[config.mk]
export PLATFORM = sky130hd
export DESIGN_NAME = adder_ctrl_unit_flat
export DESIGN_NICKNAME = d
export VERILOG_FILES = /design/src/rtl/adder_ctrl_pkg.sv /design/src/rtl/adder_ctrl_if.sv /design/src/rtl/adder_ctrl_decode.sv /design/src/rtl/adder_ctrl_unit.sv /design/src/flat_wrapper.sv
export SDC_FILE = /design/constraint.sdc
export NUM_CORES = 1
export LEC_CHECK = 0
export BUFFER_PORTS_ARGS = -buffer_cell sky130_fd_sc_hd__buf_2
export CAP_MARGIN = 20
export CELL_PAD_IN_SITES_DETAIL_PLACEMENT = 0
export CELL_PAD_IN_SITES_GLOBAL_PLACEMENT = 1
export CORE_AREA = 2 2 39 41
export DETAILED_ROUTE_END_ITERATION = 7
export DIE_AREA = 0 0 41 43
export HOLD_SLACK_MARGIN = 0.03
export PLACE_DENSITY = 0.73
export SLEW_MARGIN = 10
export SYNTH_ARGS = -nofsm -noshare
export SYNTH_HDL_FRONTEND = slang
export SYNTH_SLANG_ARGS = --single-unit
[constraint.sdc]
create_clock -name clk -period 1.6 [get_ports clk]
set_input_delay 0.16 -clock clk [delete_from_list [all_inputs] [get_ports clk]]
set_output_delay 0.16 -clock clk [all_outputs]
set_load 0.05 [all_outputs]
[src/rtl/adder_ctrl_pkg.sv]
// Shared types and constants for the cumulative 1..10 adder controller.
// Optional single-step gating is enabled with the ADDER_CTRL_STEP_EN macro.
package adder_ctrl_pkg;

   localparam int ADDR_W = 3;

   localparam logic [ADDR_W-1:0] ADDR_ZERO = 3'd0;
   localparam logic [ADDR_W-1:0] ADDR_I    = 3'd1;
   localparam logic [ADDR_W-1:0] ADDR_SUM  = 3'd2;
   localparam logic [ADDR_W-1:0] ADDR_ONE  = 3'd3;

   localparam logic SEL_ADDER = 1'b0;
   localparam logic SEL_ONE   = 1'b1;

   typedef enum logic [3:0] {
      IDLE,
      INIT_I,
      INIT_SUM,
      INIT_ONE,
      CMP,
      ADD,
      INC,
      OUT,
      DONE
   } state_e;

   typedef struct packed {
      logic              sel;
      logic [ADDR_W-1:0] rd_addr1;
      logic [ADDR_W-1:0] rd_addr2;
      logic [ADDR_W-1:0] wr_addr;
      logic              wr_en;
      logic              out_buf;
   } ctrl_word_t;

   // A run is in progress in every state except IDLE and DONE.
   function automatic logic is_active(state_e s);
      return (s != IDLE) && (s != DONE);
   endfunction

endpackage

[src/rtl/adder_ctrl_if.sv]
// Controller <-> datapath bundle. The step input exists only with ADDER_CTRL_STEP_EN.
// start and step are levels sampled on the rising clock edge; there is no ready back-pressure.
interface adder_ctrl_if;
   import adder_ctrl_pkg::*;

   logic              start;
   logic              iLe10;
`ifdef ADDER_CTRL_STEP_EN
   logic              step;
`endif
   logic              RFSrcMuxSel;
   logic [ADDR_W-1:0] readAddr1;
   logic [ADDR_W-1:0] readAddr2;
   logic [ADDR_W-1:0] writeAddr;
   logic              writeEn;
   logic              outBuf;
   logic              busy;
   logic              done;

   modport master (
      input  start,
      input  iLe10,
`ifdef ADDER_CTRL_STEP_EN
      input  step,
`endif
      output RFSrcMuxSel,
      output readAddr1,
      output readAddr2,
      output writeAddr,
      output writeEn,
      output outBuf,
      output busy,
      output done
   );

   modport slave (
      output start,
      output iLe10,
`ifdef ADDER_CTRL_STEP_EN
      output step,
`endif
      input  RFSrcMuxSel,
      input  readAddr1,
      input  readAddr2,
      input  writeAddr,
      input  writeEn,
      input  outBuf,
      input  busy,
      input  done
   );

endinterface

[src/rtl/adder_ctrl_decode.sv]
// Combinational decode of the controller state into datapath control fields.
module adder_ctrl_decode
   import adder_ctrl_pkg::*;
(
   input  state_e     state,
   output ctrl_word_t ctrl
);

   always_comb begin
      ctrl = '0;
      case (state)
         INIT_I: begin
            ctrl.sel     = SEL_ONE;
            ctrl.wr_addr = ADDR_I;
            ctrl.wr_en   = 1'b1;
         end
         INIT_SUM: begin
            // R0 + R0 through the adder clears the running sum.
            ctrl.sel      = SEL_ADDER;
            ctrl.rd_addr1 = ADDR_ZERO;
            ctrl.rd_addr2 = ADDR_ZERO;
            ctrl.wr_addr  = ADDR_SUM;
            ctrl.wr_en    = 1'b1;
         end
         INIT_ONE: begin
            ctrl.sel     = SEL_ONE;
            ctrl.wr_addr = ADDR_ONE;
            ctrl.wr_en   = 1'b1;
         end
         CMP: begin
            ctrl.rd_addr1 = ADDR_I;
         end
         ADD: begin
            ctrl.sel      = SEL_ADDER;
            ctrl.rd_addr1 = ADDR_SUM;
            ctrl.rd_addr2 = ADDR_I;
            ctrl.wr_addr  = ADDR_SUM;
            ctrl.wr_en    = 1'b1;
         end
         INC: begin
            ctrl.sel      = SEL_ADDER;
            ctrl.rd_addr1 = ADDR_I;
            ctrl.rd_addr2 = ADDR_ONE;
            ctrl.wr_addr  = ADDR_I;
            ctrl.wr_en    = 1'b1;
         end
         OUT: begin
            ctrl.rd_addr1 = ADDR_SUM;
            ctrl.out_buf  = 1'b1;
         end
         default: ctrl = '0;
      endcase
   end

endmodule

[src/rtl/adder_ctrl_unit.sv]
// Moore control FSM for the cumulative 1..10 adder (final sum 55).
// Define ADDER_CTRL_STEP_EN to make every active state advance only on step=1.
module adder_ctrl_unit
   import adder_ctrl_pkg::*;
(
   input  logic          clk,
   input  logic          reset,
   adder_ctrl_if.master  bus,
   output state_e        dbg_state
);

   state_e     state_q;
   state_e     state_d;
   ctrl_word_t ctrl;
   logic       advance;
   logic       hold;

`ifdef ADDER_CTRL_STEP_EN
   assign advance = bus.step;
`else
   assign advance = 1'b1;
`endif

   // IDLE and DONE never stall; only the active states wait for step.
   assign hold = is_active(state_q) && !advance;

   always_ff @(posedge clk) begin
      if (reset) begin
         state_q <= IDLE;
      end else begin
         state_q <= state_d;
      end
   end

   always_comb begin
      state_d = state_q;
      case (state_q)
         IDLE:     if (bus.start) state_d = INIT_I;
         INIT_I:   state_d = INIT_SUM;
         INIT_SUM: state_d = INIT_ONE;
         INIT_ONE: state_d = CMP;
         CMP:      state_d = bus.iLe10 ? ADD : DONE;
         ADD:      state_d = INC;
         INC:      state_d = OUT;
         OUT:      state_d = CMP;
         DONE:     state_d = IDLE;
         default:  state_d = IDLE;
      endcase
      if (hold) state_d = state_q;
   end

   adder_ctrl_decode u_decode (
      .state (state_q),
      .ctrl  (ctrl)
   );

   // A held state keeps addresses driven but must not write or load twice.
   assign bus.RFSrcMuxSel = ctrl.sel;
   assign bus.readAddr1   = ctrl.rd_addr1;
   assign bus.readAddr2   = ctrl.rd_addr2;
   assign bus.writeAddr   = ctrl.wr_addr;
   assign bus.writeEn     = ctrl.wr_en & ~hold;
   assign bus.outBuf      = ctrl.out_buf & ~hold;
   assign bus.busy        = is_active(state_q);
   assign bus.done        = (state_q == DONE);
   assign dbg_state       = state_q;

endmodule
[src/flat_wrapper.sv]
// flat-port wrapper written by rule: the top's interface ports become plain ports
module adder_ctrl_unit_flat import adder_ctrl_pkg::*;
  (clk, reset, dbg_state, bus_start, bus_iLe10, bus_RFSrcMuxSel, bus_readAddr1, bus_readAddr2, bus_writeAddr, bus_writeEn, bus_outBuf, bus_busy, bus_done);
  adder_ctrl_if bus_i ();
  input  logic clk;
  input  logic reset;
  output state_e dbg_state;
  input wire logic [$bits(bus_i.start)-1:0] bus_start;
  input wire logic [$bits(bus_i.iLe10)-1:0] bus_iLe10;
  output wire logic [$bits(bus_i.RFSrcMuxSel)-1:0] bus_RFSrcMuxSel;
  output wire logic [$bits(bus_i.readAddr1)-1:0] bus_readAddr1;
  output wire logic [$bits(bus_i.readAddr2)-1:0] bus_readAddr2;
  output wire logic [$bits(bus_i.writeAddr)-1:0] bus_writeAddr;
  output wire logic [$bits(bus_i.writeEn)-1:0] bus_writeEn;
  output wire logic [$bits(bus_i.outBuf)-1:0] bus_outBuf;
  output wire logic [$bits(bus_i.busy)-1:0] bus_busy;
  output wire logic [$bits(bus_i.done)-1:0] bus_done;
  assign bus_i.start = bus_start;
  assign bus_i.iLe10 = bus_iLe10;
  assign bus_RFSrcMuxSel = bus_i.RFSrcMuxSel;
  assign bus_readAddr1 = bus_i.readAddr1;
  assign bus_readAddr2 = bus_i.readAddr2;
  assign bus_writeAddr = bus_i.writeAddr;
  assign bus_writeEn = bus_i.writeEn;
  assign bus_outBuf = bus_i.outBuf;
  assign bus_busy = bus_i.busy;
  assign bus_done = bus_i.done;
  adder_ctrl_unit u_core (.clk(clk), .reset(reset), .bus(bus_i), .dbg_state(dbg_state));
endmodule
==> flow_metrics.py <==
metrics = {
    "global_routing": {
        "grtUsageMet3_pct": 6.806,
        "grt_max_degree": 15,
        "grt_antenna_before_repair": 0,
        "overflow": 0,
        "grt_usage_pct": 8.835,
        "grt_pass1_wl_microns": 1048,
        "top_usage_layer": "met2",
        "met1_usage_pct": 11.25,
        "met2_usage_pct": 11.56,
        "grt_pass1_vias": 237,
    },
    "detailed_routing": {
        "drc": 0,
        "drt_wl_total_microns": 703,
        "ant_nets": 0,
        "vias_per_cell": 4.500,
        "drtPass1Iterations": 1,
        "drt-initial-drc-count": 0,
        "vias": 315,
        "wl_per_cell_microns": 10.04,
    },
    "placement": {
        "io_buffers": 18,
        "dp_hpwl_microns": 503.1,
        "placed_cell_area_sq_um": 447.9,
        "dp.cells": 67,
        "gp_congestion": 0.7276,
    },
    "die": {
        "num_rows": 14,
        "io_pins": 22,
        "die_area_sq_um": 1763,
        "coreArea_sq_um": 1384,
        "fp.dieW_microns": 41,
        "die_height_microns": 43,
        "initial_utilization_pct": 24.14,
    },
    "logic_synthesis": {
        "synth_ff_type": "dfxtp_1",
        "synth-seq-cells": 4,
        "ys_types": 24,
        "syn-cell-area_sq_um": 334.1,
        "yosys_warnings": 0,
        "synth_largest_area_cell": "dfxtp_1",
        "avgSynthCellArea_sq_um": 8.791,
        "seq_area_frac_synth_pct": 23.97,
        "synth.top_cell.area_share_pct": 23.97,
        "yosys-top-cells-count": "buf_4 (4), dfxtp_1 (4), a21oi_1 (3)",
        "synthTopCellsByArea": "dfxtp_1 (24%), buf_4 (9.0%), nor3b_2 (7.5%)",
        "synth_edf_count": 0,
        "synth_async_sr_flop_share_pct": 0,
        "synthCells": 38,
    },
    "timing": {
        "rsz0062_at_grt": "false",
        "setup_violations": 0,
        "period_minus_slack_ps": 1519,
        "clock.fmax_mhz": 658.5,
        "slew_violations": 0,
        "skew_ps": 4.483,
        "hold_ws_ps": 115.7,
        "tns_ps": 0,
        "hold_viol": 0,
        "fin_crit_sh_pct": 94.91,
    },
    "clock_network": {
        "cts_tree": "built",
        "htreeDepth": 1,
        "cts_setup_buffers": 0,
        "cts-root-buf": "clkbuf_4",
        "cts_inserted_buffers": 3,
        "cts_sinks": 4,
        "clockBufferDepth": 2,
        "clkLatencyLatePin_ps": 240,
        "path_clk_slew_ps": 40,
    },
    "worst_setup_path": {
        "worst_setup_path_start_kind": "register",
        "critPathCaptureType": "output port",
        "cp.required_ps": 1440,
        "critPathKind": "reg -> out",
        "r2r_start": "u_core.dbg_state[2]$_SDFFE_PP0P_",
        "arrival_ps": 1360,
        "cp-startpoint": "u_core.dbg_state[0]$_SDFFE_PP0P_",
        "path_max_fanout": 14,
    },
    "power_and_ir_drop": {
        "power_frac_clock_pct": 27.7,
        "power_frac_comb_pct": 43.1,
        "swShare_pct": 47.31,
        "p_leak_nw": 0.2030,
        "intPower_uw": 245.3,
        "ir_drop_v": 0.0004034,
        "power_density_nw_per_um2": 974.0,
        "seqPwrFrac_pct": 29.2,
        "p_switching_uw": 220.2,
    },
    "cells_and_area": {
        "drive_gt1_share_pct": 68.52,
        "final_nets": 60,
        "antenna_cells": 0,
        "stdcell_area_sq_um": 478.0,
        "syn2layout_area_growth_pct": 43.07,
        "largest_reg_flops": 4,
        "final_cells": 70,
        "fin_util_pct": 34.54,
        "fillCellCount": 153,
    },
    "run_status": {
        "status": "complete, no violations",
    },
    "min_path": {
        "hold_path_startpoint": "bus_iLe10",
        "holdCritPathClass": "in -> reg",
    },
    "flow_run": {
        "max-cap-violations": 0,
    },
}
layout make-up:
type	count	area (sq um)	share of cell area [%]
inverters	2	7.507	1.571
well taps	16	20.02	4.188
clock buffers	3	22.52	4.712
flip-flops and latches	4	92.59	19.37
repair buffers	18	90.09	18.85
multi-input cells	27	245.2	51.31
critical path: stages, from the launching register on:
cell and delay [ps]:
dfxtp_4 400, or3_4 390, nor2_4 70, buf_2 250
what timing repair did:
action / in CTS / in global routing
endpoints found under the setup margin: 0 / 2
gates resized for setup: 0 / 3
hold buffers: 0 / 0
metrics by stage:
stage               power, mW  setup WS, ps
floorplan              0.3164        -52.02
global placement       0.3400         298.2
detailed placement     0.3410         295.8
CTS                    0.4750         21.34
global route           0.4940         31.69
finish                 0.4655         81.36
placed cells by master, fill, tap and decap left out:
cell       instances
inv_1              2
nand3b_1           2
conb_1             3
dfxtp_2            1
nor2_1             1
and3_2             1
nor4_1             1
nor3b_4            2
and2_4             1
xnor2_1            1
nor3_1             2
mux2i_1            1
and4_2             1
o21bai_1           1
nor2_4             1
nand2b_1           2
a21oi_2            2
a2111oi_2          1
or3_4              1
nor4b_2            1
dfxtp_4            3
a31oi_4            1
buf_2             18
clkbuf_4           3
a21oi_1            1
power groups by stage:
stage	Combinational (mW)	Sequential, mW	Clock, mW
after CTS	0.202	0.138	0.135
after global placement	0.201	0.139	0
final	0.201	0.136	0.129
after global routing	0.211	0.141	0.142
after floorplan	0.174	0.142	0
after detailed placement	0.201	0.140	0
worst paths after layout:
path                                       to  slack, ps  cells after the start
max                                  bus_done         80                      3
min          u_core.dbg_state[3]$_SDFFE_PP0P_        120                      2
max reg2reg  u_core.dbg_state[0]$_SDFFE_PP0P_        640                      2
min reg2reg  u_core.dbg_state[3]$_SDFFE_PP0P_        530                      1
per-layer routing:
metal	vias to the layer above	wire (microns)
met3	0	82
met4	0	0
li1	157	-
met1	144	284
met5	-	0
met2	14	335
cell families (layout without fill, tap and decap cells):
group	after synthesis	in the layout	synth area share [%]
XOR/XNOR	1	1	2.622
buffers and inverters	9	23	17.60
multiplexers	1	1	2.996
AND/OR/NAND/NOR	16	16	38.58
other	1	3	1.123
AO/OA/AOI/OAI	6	6	13.11
flip-flops	4	4	23.97
Note: power is estimated with default switching activity, not from simulation.
